$ cat src/rtl/inst_encoder_pkg.sv
// Shared types and constants for the RV32I instruction encoder:
// format codes, opcodes, immediate range limits and the FIFO entry layout.
package enc_pkg;

  typedef enum logic [2:0] {
    FMT_R = 3'd0,
    FMT_I = 3'd1,
    FMT_S = 3'd2,
    FMT_B = 3'd3,
    FMT_U = 3'd4,
    FMT_J = 3'd5
  } fmt_e;

  localparam logic [6:0] OP_LUI    = 7'h37;
  localparam logic [6:0] OP_AUIPC  = 7'h17;
  localparam logic [6:0] OP_JAL    = 7'h6F;
  localparam logic [6:0] OP_JALR   = 7'h67;
  localparam logic [6:0] OP_BRANCH = 7'h63;
  localparam logic [6:0] OP_LOAD   = 7'h03;
  localparam logic [6:0] OP_STORE  = 7'h23;
  localparam logic [6:0] OP_IMM    = 7'h13;
  localparam logic [6:0] OP_REG    = 7'h33;

  // Byte-unit immediate limits; B and J upper bounds are the largest even values
  localparam int IMM12_MIN = -2048;
  localparam int IMM12_MAX = 2047;
  localparam int IMMB_MIN  = -4096;
  localparam int IMMB_MAX  = 4094;
  localparam int IMMJ_MIN  = -1048576;
  localparam int IMMJ_MAX  = 1048574;

  typedef struct packed {
    logic [31:0] inst;
    logic [31:0] addr;
    logic        err;
  } enc_entry_t;

endpackage

$ cat src/rtl/inst_encoder_if.sv
// Request/response bundle between an instruction producer (master)
// and the encoder (slave), including the address-load side channel.
interface inst_encoder_if #(
  parameter int ERR_W = 8
);
  logic             in_valid;
  logic             in_ready;
  logic [2:0]       in_fmt;
  logic [6:0]       in_opcode;
  logic [2:0]       in_funct3;
  logic [6:0]       in_funct7;
  logic [4:0]       in_rs1;
  logic [4:0]       in_rs2;
  logic [4:0]       in_rd;
  logic [31:0]      in_imm;
  logic             addr_load;
  logic [31:0]      addr_load_val;
  logic             out_valid;
  logic             out_ready;
  logic [31:0]      out_inst;
  logic [31:0]      out_addr;
  logic             out_err;
  logic [ERR_W-1:0] err_cnt;

  modport master (
    output in_valid, in_fmt, in_opcode, in_funct3, in_funct7,
           in_rs1, in_rs2, in_rd, in_imm, addr_load, addr_load_val, out_ready,
    input  in_ready, out_valid, out_inst, out_addr, out_err, err_cnt
  );

  modport slave (
    input  in_valid, in_fmt, in_opcode, in_funct3, in_funct7,
           in_rs1, in_rs2, in_rd, in_imm, addr_load, addr_load_val, out_ready,
    output in_ready, out_valid, out_inst, out_addr, out_err, err_cnt
  );
endinterface

$ cat src/rtl/inst_encoder_pack.sv
// Combinational field packer: (format, fields, immediate) -> 32-bit word plus
// a range/alignment error flag. Out-of-range immediates still pack their low bits.
module inst_pack
  import enc_pkg::*;
(
  input  logic [2:0]  fmt,
  input  logic [6:0]  opcode,
  input  logic [2:0]  funct3,
  input  logic [6:0]  funct7,
  input  logic [4:0]  rs1,
  input  logic [4:0]  rs2,
  input  logic [4:0]  rd,
  input  logic [31:0] imm,
  output logic [31:0] inst,
  output logic        err
);

  logic signed [31:0] imm_s;
  assign imm_s = $signed(imm);

  always_comb begin
    inst = '0;
    err  = 1'b0;
    case (fmt)
      FMT_R: inst = {funct7, rs2, rs1, funct3, rd, opcode};
      FMT_I: begin
        inst = {imm[11:0], rs1, funct3, rd, opcode};
        err  = (imm_s < IMM12_MIN) || (imm_s > IMM12_MAX);
      end
      FMT_S: begin
        inst = {imm[11:5], rs2, rs1, funct3, imm[4:0], opcode};
        err  = (imm_s < IMM12_MIN) || (imm_s > IMM12_MAX);
      end
      FMT_B: begin
        inst = {imm[12], imm[10:5], rs2, rs1, funct3, imm[4:1], imm[11], opcode};
        err  = (imm_s < IMMB_MIN) || (imm_s > IMMB_MAX) || imm[0];
      end
      FMT_U: begin
        inst = {imm[31:12], rd, opcode};
        err  = (imm[11:0] != 12'h000);
      end
      FMT_J: begin
        inst = {imm[20], imm[10:1], imm[11], imm[19:12], rd, opcode};
        err  = (imm_s < IMMJ_MIN) || (imm_s > IMMJ_MAX) || imm[0];
      end
      default: begin
        inst = '0;
        err  = 1'b1;
      end
    endcase
  end

endmodule

$ cat src/rtl/inst_encoder.sv
// Sequential RV32I encoder: packs each accepted request, tags it with the
// running word address and buffers up to two results in a small FIFO.
module inst_encoder
  import enc_pkg::*;
#(
  parameter logic [31:0] ADDR_BASE = 32'h0000_0000,
  parameter int          ERR_W     = 8
) (
  input logic           clk,
  input logic           rst,
  inst_encoder_if.slave bus
);

  localparam logic [1:0] ST_EMPTY = 2'd0;
  localparam logic [1:0] ST_ONE   = 2'd1;
  localparam logic [1:0] ST_FULL  = 2'd2;

  logic [1:0]       count;
  logic             wr_ptr;
  logic             rd_ptr;
  enc_entry_t       mem [2];
  enc_entry_t       head;
  enc_entry_t       new_entry;
  logic [31:0]      addr_cnt;
  logic [31:0]      tag_addr;
  logic [ERR_W-1:0] err_cnt_q;
  logic [31:0]      pack_inst;
  logic             pack_err;
  logic             push;
  logic             pop;

  inst_pack u_pack (
    .fmt    (bus.in_fmt),
    .opcode (bus.in_opcode),
    .funct3 (bus.in_funct3),
    .funct7 (bus.in_funct7),
    .rs1    (bus.in_rs1),
    .rs2    (bus.in_rs2),
    .rd     (bus.in_rd),
    .imm    (bus.in_imm),
    .inst   (pack_inst),
    .err    (pack_err)
  );

  assign bus.in_ready  = (count != ST_FULL);
  assign bus.out_valid = (count != ST_EMPTY);
  assign push          = bus.in_valid && bus.in_ready;
  assign pop           = bus.out_valid && bus.out_ready;

  // A same-cycle load takes priority so the pushed entry is tagged with the loaded address
  assign tag_addr  = bus.addr_load ? {bus.addr_load_val[31:2], 2'b00} : addr_cnt;
  assign new_entry = '{inst: pack_inst, addr: tag_addr, err: pack_err};

  always_ff @(posedge clk) begin
    if (rst) begin
      count     <= ST_EMPTY;
      wr_ptr    <= 1'b0;
      rd_ptr    <= 1'b0;
      addr_cnt  <= ADDR_BASE;
      err_cnt_q <= '0;
    end else begin
      if (push) wr_ptr <= ~wr_ptr;
      if (pop)  rd_ptr <= ~rd_ptr;
      case ({push, pop})
        2'b10:   count <= count + 2'd1;
        2'b01:   count <= count - 2'd1;
        default: count <= count;
      endcase
      addr_cnt <= push ? tag_addr + 32'd4 : tag_addr;
      if (push && pack_err && (err_cnt_q != '1)) err_cnt_q <= err_cnt_q + 1'b1;
    end
  end

  always_ff @(posedge clk) begin
    if (!rst && push) mem[wr_ptr] <= new_entry;
  end

  // Outputs read as zero while empty so stale entries never leak out
  assign head         = mem[rd_ptr];
  assign bus.out_inst = bus.out_valid ? head.inst : 32'h0;
  assign bus.out_addr = bus.out_valid ? head.addr : 32'h0;
  assign bus.out_err  = bus.out_valid ? head.err  : 1'b0;
  assign bus.err_cnt  = err_cnt_q;

endmodule

$ cat src/flat_wrapper.sv
// flat-port wrapper written by rule: the top's interface ports become plain ports
module inst_encoder_flat import enc_pkg::*;
#(
  parameter logic [31:0] ADDR_BASE = 32'h0000_0000,
  parameter int          ERR_W     = 8
)
  (clk, rst, bus_in_valid, bus_in_fmt, bus_in_opcode, bus_in_funct3, bus_in_funct7, bus_in_rs1, bus_in_rs2, bus_in_rd, bus_in_imm, bus_addr_load, bus_addr_load_val, bus_out_ready, bus_in_ready, bus_out_valid, bus_out_inst, bus_out_addr, bus_out_err, bus_err_cnt);
  inst_encoder_if #(.ERR_W(ERR_W)) bus_i ();
  input logic clk;
  input logic rst;
  input wire logic [$bits(bus_i.in_valid)-1:0] bus_in_valid;
  input wire logic [$bits(bus_i.in_fmt)-1:0] bus_in_fmt;
  input wire logic [$bits(bus_i.in_opcode)-1:0] bus_in_opcode;
  input wire logic [$bits(bus_i.in_funct3)-1:0] bus_in_funct3;
  input wire logic [$bits(bus_i.in_funct7)-1:0] bus_in_funct7;
  input wire logic [$bits(bus_i.in_rs1)-1:0] bus_in_rs1;
  input wire logic [$bits(bus_i.in_rs2)-1:0] bus_in_rs2;
  input wire logic [$bits(bus_i.in_rd)-1:0] bus_in_rd;
  input wire logic [$bits(bus_i.in_imm)-1:0] bus_in_imm;
  input wire logic [$bits(bus_i.addr_load)-1:0] bus_addr_load;
  input wire logic [$bits(bus_i.addr_load_val)-1:0] bus_addr_load_val;
  input wire logic [$bits(bus_i.out_ready)-1:0] bus_out_ready;
  output wire logic [$bits(bus_i.in_ready)-1:0] bus_in_ready;
  output wire logic [$bits(bus_i.out_valid)-1:0] bus_out_valid;
  output wire logic [$bits(bus_i.out_inst)-1:0] bus_out_inst;
  output wire logic [$bits(bus_i.out_addr)-1:0] bus_out_addr;
  output wire logic [$bits(bus_i.out_err)-1:0] bus_out_err;
  output wire logic [$bits(bus_i.err_cnt)-1:0] bus_err_cnt;
  assign bus_i.in_valid = bus_in_valid;
  assign bus_i.in_fmt = bus_in_fmt;
  assign bus_i.in_opcode = bus_in_opcode;
  assign bus_i.in_funct3 = bus_in_funct3;
  assign bus_i.in_funct7 = bus_in_funct7;
  assign bus_i.in_rs1 = bus_in_rs1;
  assign bus_i.in_rs2 = bus_in_rs2;
  assign bus_i.in_rd = bus_in_rd;
  assign bus_i.in_imm = bus_in_imm;
  assign bus_i.addr_load = bus_addr_load;
  assign bus_i.addr_load_val = bus_addr_load_val;
  assign bus_i.out_ready = bus_out_ready;
  assign bus_in_ready = bus_i.in_ready;
  assign bus_out_valid = bus_i.out_valid;
  assign bus_out_inst = bus_i.out_inst;
  assign bus_out_addr = bus_i.out_addr;
  assign bus_out_err = bus_i.out_err;
  assign bus_err_cnt = bus_i.err_cnt;
  inst_encoder #(.ADDR_BASE(ADDR_BASE), .ERR_W(ERR_W)) u_core (.clk(clk), .rst(rst), .bus(bus_i));
endmodule
$ cat config.mk
export PLATFORM = sky130hd
export DESIGN_NAME = inst_encoder_flat
export DESIGN_NICKNAME = d
export VERILOG_FILES = /design/src/rtl/inst_encoder_pkg.sv /design/src/rtl/inst_encoder_if.sv /design/src/rtl/inst_encoder_pack.sv /design/src/rtl/inst_encoder.sv /design/src/flat_wrapper.sv
export SDC_FILE = /design/constraint.sdc
export NUM_CORES = 1
export LEC_CHECK = 0
export CORE_ASPECT_RATIO = 1.2
export CORE_MARGIN = 10
export CORE_UTILIZATION = 25
export DETAILED_ROUTE_END_ITERATION = 12
export MAX_ROUTING_LAYER = met4
export PLACE_DENSITY_LB_ADDON = 0.25
export SYNTH_ARGS = -nofsm -noshare
export SYNTH_HDL_FRONTEND = slang
export SYNTH_SLANG_ARGS = --single-unit
$ cat constraint.sdc
create_clock -name clk -period 11.39 [get_ports clk]
set_input_delay 3.417 -clock clk [delete_from_list [all_inputs] [get_ports clk]]
set_output_delay 3.417 -clock clk [all_outputs]
set_load 0.02 [all_outputs]
==> key figures, run 1 <==
Status
  • Status: completed

Yosys
  • Syn Area/Cell: 11.8 um^2
  • Syn nets: 818
  • Mapped Cells: 711
  • Cell area after synthesis: 8360 um^2
  • Register area share after synthesis: 0.575
  • Synth Warn #: 0
  • Flops & latches, synth: 175
  • Ys async rst share: 0
  • Post-synth EDFFs: 130
  • Top_reg_cell synth: edfxtp_1
  • Unique masters post-synth: between 50 and 60

GRT
  • First-pass GRT wire length: 36400 um
  • GRT Util Overall: 0.118
  • Number of global-route vias before repair: slightly above 6k
  • Initial antenna violation count: 2
  • Total gr overflow: 0
  • Largest net degree at the start of global routing: 61

Setup path
  • Register-to-Register Path Depth: 4
  • Critical Path End Type: output port
  • CP Depth: 4
  • Crit path to: bus_out_addr[31]
  • CP max-delay cell: buf_4
  • Setup CP Type: reg2out
  • Family with the most delay on the worst path: buffers and inverters
  • Setup slack, reg-to-reg: about 8.3 ns
  • Reg2reg end: u_core.mem[1][22]
  • Worst R2R Start: u_core.count[0]
  • CP required: roughly 8.0 ns
  • CP Max Fanout: 44
  • CP Cell Sequence: buf_4 > mux2i_1 > nor2_1 > clkdlybuf4s50_1
  • Crit path buffers/inverters: 2
  • Critical path arrival: 2.88 ns
  • CP startpoint kind: register
  • Slowest cell delay on critical path: 0.73 ns

Drt
  • Drt total wl: 23700 um
  • First-pass DRT Iterations: 4
  • Wire length per cell: between 15 and 20 um
  • Vias/cell: about 4.4
  • Detailed-route via count: just under 6k
  • Final ANT Viol Nets: 0
  • Initial DRC count: 256
  • DRC viols: 0

Clock tree
  • Post-CTS Setup Inserts: 0
  • Max clock buf depth: 2
  • Post-CTS Hold Fix Bufs: 0
  • Post-cts sizing count: 0
  • Num CTS Buffers: 17
  • CTS tree: yes
  • H-tree levels: 4
  • Clock root buffer: clkbuf_16
  • Clock-pin slew on the worst setup and hold paths: 0.07 ns
  • Clk_lat worst skew: 0.43 ns
  • Clock Sinks: ~180

Cells and area
  • Nets: between 900 and 1k
  • Finished Cell Area: between 10000 and 15000 um^2
  • Core Util, Final: 0.338
  • # fillers: roughly 3.4k
  • Non-filler cells, final: 1340
  • Syn-to-layout area delta: 33.8%
  • Share of layout cells above drive strength 1: 0.0923

Power
  • Total power: 2.21 mW
  • VDD IR max: roughly 0.000093 V
  • Leak pwr: 3.84 nW
  • Power per cell area: 198 nW/um^2

Floorplan
  • Initial Util: 0.253
  • DIE WIDTH: between 150 and 200 um
  • Ports: roughly 180
  • Core Box Area: 33100 um^2
  • Row cnt: 73
  • Die Footprint: 41200 um^2
  • Die H: 220 um

Place
  • HPWL Detailed: 16300 um
  • Placed inst area: 10600 um^2
  • I/O Buffers: 176
  • Global placement routability congestion: a little over 0.8
  • Placed cells: 1307

Timing
  • Setup violations, final: 0
  • Crit path time final: 6.30 ns
  • Clk_skew: between 0.007 and 0.008 ns
  • Total negative slack: 0 ns
  • Max Fclk: 159 MHz
  • Worst-margin pin slew: 0.967 ns
  • Hold Violations, Final: 0
  • RSZ-0062 raised after global routing: false
  • Max_slew headroom: 0.354
  • Fin crit share: 0.553
  • Max Slew Vio Count: 0

Worst hold path
  • Hold crit path type: reg2reg

Job
  • Max Cap Viol: 0
## power breakdown
| group | leakage, nW | total, mW | internal (mW) | switching (mW) |
|---|---|---|---|---|
| registers | 1.58 | 0.793 | 0.757 | 0.0367 |
| logic | 1.96 | 0.814 | 0.348 | 0.466 |
| clock network | 0.294 | 0.606 | 0.349 | 0.257 |
## worst min path at each step
stage / from / slack [ns] / end / depth (start not counted)
after floorplan: u_core.count[1] / 0.47 / u_core.count[1] / 2
after global placement: u_core.rd_ptr / 0.50 / u_core.rd_ptr / 2
after detailed placement: u_core.rd_ptr / 0.51 / register / 2
after CTS: u_core.rd_ptr / 0.52 / register / 2
after global routing: u_core.rd_ptr / 0.56 / register / 2
final: u_core.rd_ptr / 0.52 / u_core.rd_ptr / 2
## kinds of logic (layout without fill, tap and decap cells)
| family | after synthesis | after routing | synth area share |
|---|---|---|---|
| other cells | 0 | 2 | 0 |
| flops | 175 | 175 | 0.575 |
| mux | 108 | 108 | 0.133 |
| fa+ha+maj | 3 | 3 | 0.00449 |
| compound gates | 81 | 81 | 0.0705 |
| buf+inv | 58 | 235 | 0.0313 |
| simple gates | 260 | 260 | 0.158 |
| xor+xnor | 26 | 26 | 0.0273 |
## synth_stat cells, types with 3 or more instances
cell type	count	area, um^2
a211oi_2	3	37.5
a21o_1	5	37.5
a21oi_1	23	115
a22o_1	9	78.8
a22oi_1	5	37.5
a32o_1	4	40.0
and2_1	9	56.3
and3_1	6	37.5
and4_1	3	26.3
buf_1	8	30.0
buf_6	4	45.0
clkbuf_1	24	90.1
dfxtp_1	45	901
edfxtp_1	130	3900
ha_1	3	37.5
inv_1	19	71.3
mux2_1	7	78.8
mux2_2	18	203
mux2i_1	83	831
nand2_1	29	109
nand2b_1	4	25.0
nand3_1	13	65.1
nand3b_1	3	22.5
nand4_1	10	62.6
nor2_1	121	454
nor2b_1	22	138
nor3_1	10	50.1
nor3_2	4	40.0
nor4_1	7	43.8
nor4_2	3	37.5
o21ai_0	18	90.1
or3_1	3	18.8
xnor2_1	18	158
xor2_1	8	70.1
## flip-flops by register name, summed over array words and instances (netlist names), named ones only
register and flops:
u_core.rd_ptr 1, u_core.wr_ptr 1, u_core.bus.err_cnt 8, u_core.mem 130, u_core.addr_cnt 32, u_core.count 2
## tightest hold or removal path: cells and delay by family, from the launching register on
family        cells  cell delay, ns
xor+xnor          1            0.08
flops             1            0.33
simple gates      1            0.08
## layer usage
| metal | GRT usage | vias to the layer above | routed length (um) |
|---|---|---|---|
| li1 | - | 2914 | - |
| met5 | - | - | 0 |
| met4 | 0.0291 | 0 | 218 |
| met3 | 0.0309 | 10 | 930 |
| met2 | 0.191 | 176 | 11300 |
| met1 | 0.144 | 2841 | 11200 |
## cell usage in the layout, fill, tap and decap left out, types with 18 or more instances in the layout
master,count
xnor2_1,18
mux2i_1,83
nor2_1,120
mux2_2,18
o21ai_0,18
nor2b_1,22
nand2_1,29
a21oi_1,23
edfxtp_1,130
dfxtp_1,44
inv_1,19
clkdlybuf4s50_1,174
## per-stage QoR
stage               setup slack (ns)  hold slack (ns)
global placement                4.83            0.495
finish                          5.09            0.523
global route                    4.89            0.565
CTS                             4.96            0.521
detailed placement              4.75            0.510
floorplan                       2.17            0.472
## cell type report
type                            instances  area [um^2]  share of cell area
Sequential cell                       175         4810               0.430
Multi-Input combinational cell        478         3310               0.296
Timing Repair Buffer                  185         1820               0.163
Tap cell                              450          563              0.0504
Clock buffer                           17          425              0.0380
Clock inverter                         14          181              0.0162
Inverter                               19         71.3             0.00638
Antenna cell                            2         5.00            0.000448
No activity file was read; power rests on OpenSTA's default activity.
==> run 2: changes to the inputs <==
==> constraint.sdc (replaced) <==
create_clock -name clk -period 5.9 [get_ports clk]
set_input_delay 1.77 -clock clk [delete_from_list [all_inputs] [get_ports clk]]
set_output_delay 1.77 -clock clk [all_outputs]
set_load 0.02 [all_outputs]
==> run 2 against run 1 <==
Against the previous run:
- core utilization rose by 0.16 points
- global-route usage rose by 0.13 points
- hold slack improved by 0.0013 ns
- first-iteration DRC count rose by 17%
- clock skew rose by 0.0057 ns
- sequential power rose by 95%
- die area did not move
- highest routed layer unchanged
==> key figures, run 2 (synthesis results as in run 1) <==
Cells and area
  • Nets: 985
  • Syn-to-layout area delta: 34.4%
  • Finished Cell Area: 11200 um^2
  • Commonest non-fill, non-tap cell in the layout: clkdlybuf4s50_1
  • Max FFs per register: 130
  • Most frequent cells in the layout: clkdlybuf4s50_1 (174), edfxtp_1 (130), nor2_1 (120), mux2i_1 (83), dfxtp_1 (44)
  • Share of layout cells above drive strength 1: 0.0954
  • Largest reg by FF count: u_core.mem
  • Non-filler cells, final: 1343

Drt
  • Initial DRC count: 299
  • First-pass DRT Iterations: 5
  • Detailed-route via count: 5979
  • Wire length per cell: around 18 um
  • Final ANT Viol Nets: 0
  • Drt total wl: 23700 um
  • DRC viols: 0
  • Vias/cell: roughly 4.5

Setup path
  • Critical Path End Type: output port
  • Worst R2R Start: u_core.count[0]
  • Setup CP Type: reg2out
  • Critical path arrival: about 2.6 ns
  • Register-to-Register Path Depth: 6
  • CP startpoint kind: register
  • Reg2reg end: u_core.addr_cnt[31]
  • CP Max Fanout: 34
  • Setup slack, reg-to-reg: 3.29 ns
  • CP required: just over 4 ns

Timing
  • RSZ-0062 raised after global routing: false
  • Setup violations, final: 0
  • Fin crit share: 0.732
  • Clk_skew: 0.0133 ns
  • Worst-margin pin slew: 1.01 ns
  • Max Slew Vio Count: 0
  • Max_slew headroom: 0.328
  • Hold_ws: about 0.52 ns
  • Total negative slack: 0 ns
  • Crit path time final: around 4.3 ns
  • Max Fclk: 232 MHz
  • Hold Violations, Final: 0

Job
  • Max Cap Viol: 0

Clock tree
  • Num CTS Buffers: 17
  • H-tree levels: 4
  • Post-CTS Hold Fix Bufs: 0
  • Clock root buffer: clkbuf_16
  • Clock-pin slew on the worst setup and hold paths: 0.06 ns
  • Clk_lat worst skew: roughly 0.44 ns
  • CTS tree: yes
  • Max clock buf depth: 2
  • Post-cts sizing count: 0
  • Post-CTS Setup Inserts: 0
  • Clock Sinks: 175

Power
  • Total power: 4.25 mW
  • Leak pwr: 3.85 nW
  • Power per cell area: between 300 and 400 nW/um^2
  • VDD IR max: ~0.00018 V

Floorplan
  • Die H: 220 um
  • Initial Util: 0.253
  • Die Footprint: 41200 um^2
  • DIE WIDTH: ~190 um
  • Core Box Area: 33100 um^2
  • Row cnt: 73
  • Ports: 179

Status
  • Status: completed

GRT
  • First-pass GRT wire length: 36900 um
  • GRT Util Overall: 0.119
  • Number of global-route vias before repair: 6338
  • Total gr overflow: 0
  • Initial antenna violation count: 2
  • Largest net degree at the start of global routing: 66

Worst hold path
  • Hold EP: u_core.rd_ptr
  • Hold crit path type: reg2reg
  • Hold depth: 2
  • Hold path start: u_core.rd_ptr

Place
  • Global placement routability congestion: 0.831
  • Placed inst area: around 11000 um^2
  • I/O Buffers: between 150 and 200
  • Placed cells: 1309
  • HPWL Detailed: 16500 um
-- run 2: routing by layer --
layer	track usage	vias up	wire, um
met4	0.0344	0	318
met5	-	-	0
met3	0.0283	17	909
met1	0.149	2871	11500
met2	0.188	175	11000
li1	-	2916	-
-- run 2: power breakdown --
group | total [mW] | switching [mW] | internal [mW]
clock network | 1.12 | 0.549 | 0.569
logic | 1.58 | 0.888 | 0.693
registers | 1.55 | 0.0903 | 1.46
-- run 2: worst max path at each step --
stage                   startpoint                    end  slack [ns]  cells past startpoint
floorplan                      rst       u_core.mem[0][0]        0.49                      4
global placement    bus_in_imm[14]  u_core.bus.err_cnt[0]        1.35                      7
detailed placement   bus_in_fmt[2]  u_core.bus.err_cnt[0]        1.36                      8
CTS                       register        bus_out_addr[1]        1.42                      4
global route              register        bus_out_addr[1]        1.38                      4
finish                    register        bus_out_addr[1]        1.58                      4
-- run 2: final cells by class --
class,count,area (um^2)
Clock inverter,15,169
Fill cell,3375,21800
Multi-Input combinational cell,478,3320
Inverter,19,71.3
Tap cell,450,563
Antenna cell,2,5.00
Clock buffer,17,425
Timing Repair Buffer,187,1870
Sequential cell,175,4810
-- run 2: worst max-delay path, cell delays in order (launching register included) --
cell	delay, ns
dfxtp_4	0.79
buf_12	0.34
mux2i_1	0.33
nor2_1	0.07
clkdlybuf4s50_1	0.57
-- run 2: per-stage QoR --
stage / setup WS [ns] / util
2_1_floorplan: 0.492 / -
3_3_place_gp: 1.35 / 0.322
3_5_place_dp: 1.36 / 0.322
4_1_cts: 1.42 / 0.340
5_1_grt: 1.38 / 0.340
6_report: 1.58 / 0.340
==> run 3: changes to the inputs <==
==> constraint.sdc (replaced) <==
create_clock -name clk -period 3.7 [get_ports clk]
set_input_delay 1.11 -clock clk [delete_from_list [all_inputs] [get_ports clk]]
set_output_delay 1.11 -clock clk [all_outputs]
set_load 0.02 [all_outputs]
==> run 3 against run 2 <==
Against the previous run:
- non-clock buffer count grew 19
- highest routed layer unchanged
- wire length shrank 1.3%
- largest cell class unchanged
- global-route usage shrank 0.14 points
- final cell count grew 1.5%
- critical path type unchanged
- critical path depth is the same
==> key figures, run 3 (synthesis results as in run 1) <==
Clock tree
  • H-tree levels: 4
  • Post-cts sizing count: 0
  • Clock root buffer: clkbuf_16
  • Max clock buf depth: 2
  • CTS tree: yes
  • Post-CTS Setup Inserts: 0
  • Clock-pin slew on the worst setup and hold paths: 0.06 ns
  • Num CTS Buffers: 17
  • Clock Sinks: 175
  • Clk_lat worst skew: 0.43 ns
  • Post-CTS Hold Fix Bufs: 0

Cells and area
  • Total area of sequential cells: 4810 um^2
  • Non-filler cells, final: about 1.4k
  • # fillers: ~3.4k
  • Nets: between 1k and 1.5k
  • Share of layout cells above drive strength 1: 0.113
  • Max FFs per register: 130
  • Largest reg by FF count: u_core.mem
  • Most frequent cells in the layout: clkdlybuf4s50_1 (174), edfxtp_1 (130), nor2_1 (120), mux2i_1 (83), dfxtp_1 (44)
  • Commonest non-fill, non-tap cell in the layout: clkdlybuf4s50_1
  • Syn-to-layout area delta: 36.5%
  • Multi-input logic area: around 3300 um^2

Floorplan
  • Initial Util: 0.253
  • DIE WIDTH: 187 um
  • Ports: 179
  • Core Box Area: 33100 um^2
  • Die H: 220 um
  • Row cnt: 73
  • Die Footprint: just over 40000 um^2

Timing
  • Crit path time final: 3.38 ns
  • Setup violations, final: 0
  • Fin crit share: 0.913
  • Worst-margin pin slew: about 0.6 ns
  • Max_slew headroom: 0.590
  • Setup slack after layout: 0.321 ns
  • Hold_ws: roughly 0.52 ns
  • Hold Violations, Final: 0
  • RSZ-0062 raised after global routing: false
  • Max Slew Vio Count: 0
  • Max Fclk: 296 MHz
  • Total negative slack: 0 ns
  • Clk_skew: 0.0105 ns

Setup path
  • CP required: 2.59 ns
  • Critical path arrival: 2.27 ns
  • CP Max Fanout: 29
  • Critical Path End Type: output port
  • Slowest cell delay on critical path: 0.66 ns
  • Crit path buffers/inverters: 2
  • CP max-delay cell: dfxtp_4
  • CP startpoint kind: register
  • Family with the most delay on the worst path: buffers and inverters
  • Worst R2R Start: u_core.count[1]
  • CP Cell Sequence: buf_12 > mux2i_1 > nor2_1 > clkdlybuf4s50_1
  • Setup CP Type: reg2out

GRT
  • Total gr overflow: 0
  • Initial antenna violation count: 3
  • First-pass GRT wire length: 36500 um
  • Number of global-route vias before repair: just over 6k
  • GRT Util Overall: 0.118
  • Largest net degree at the start of global routing: 66

Place
  • HPWL Detailed: 16800 um
  • Placed cells: about 1.3k
  • Global placement routability congestion: roughly 0.8
  • Setup WS pre-CTS: 0.222 ns
  • I/O Buffers: 176

Worst hold path
  • Hold path start: u_core.rd_ptr
  • Hold crit path type: reg2reg

Power
  • VDD IR max: roughly 0.00035 V
  • Power per cell area: around 600 nW/um^2
  • Leak pwr: 3.96 nW

Drt
  • Initial DRC count: 280
  • Drt total wl: between 20000 and 25000 um
  • DRC viols: 0
  • Wire length per cell: 17.2 um
  • Final ANT Viol Nets: 0
  • First-pass DRT Iterations: 4
  • Vias/cell: 4.39
  • Detailed-route via count: 5984

Job
  • Max Cap Viol: 0

Status
  • Status: completed
==> run 3: changes by cell type in the layout (fill, tap and decap cells not counted), sizes merged <==
cell / change
inv: -1
diode: +1
clkbuf: +1
bufinv: +2
clkinv: -2
buf: +19
==> run 3: report_power, final <==
part	leakage (nW)	switching, mW	total, mW	internal (mW)
sequential	1.58	0.121	2.45	2.33
clock	0.288	0.789	1.80	1.01
combinational	2.09	1.43	2.58	1.15
==> run 3: layer usage <==
metal	vias to the layer above	global-route usage	routed length, um
met3	12	0.0302	1110
li1	2958	-	-
met2	174	0.193	11200
met4	0	0.0266	185
met5	-	-	0
met1	2840	0.144	10900
==> run 3: final timing paths <==
kind / cells past startpoint / end / slack, ns
max: 4 / bus_out_err / 0.32
max reg2reg: 7 / u_core.count[1] / 1.38
min: 2 / register / 0.52
min reg2reg: 2 / register / 0.52
==> run 3: metrics by stage <==
| stage | total power, mW | area [um^2] | util |
|---|---|---|---|
| after floorplan | 3.83 | 8380 | - |
| after global placement | 5.14 | 10800 | 0.327 |
| after detailed placement | 5.15 | 10800 | 0.327 |
| after CTS | 7.00 | 11400 | 0.345 |
| after global routing | 7.23 | 11400 | 0.345 |
| final | 6.83 | 11400 | 0.345 |
==> run 3: final cells by class <==
cell class                      count  share of cell area
Timing Repair Buffer              206               0.180
Clock inverter                     14              0.0136
Antenna cell                        3            0.000658
Tap cell                          450              0.0494
Sequential cell                   175               0.422
Clock buffer                       18              0.0376
Multi-Input combinational cell    478               0.291
Inverter                           19             0.00625
==> run 3: worst reg2reg max path: cells and delay by family, from the launching register on <==
family	cells	cell delay (ns)
flip-flops	1	0.35
buffers and inverters	2	0.37
AND/OR/NAND/NOR	3	1.05
AO/OA/AOI/OAI	1	0.15
adder cells (fa/ha/maj)	1	0.34
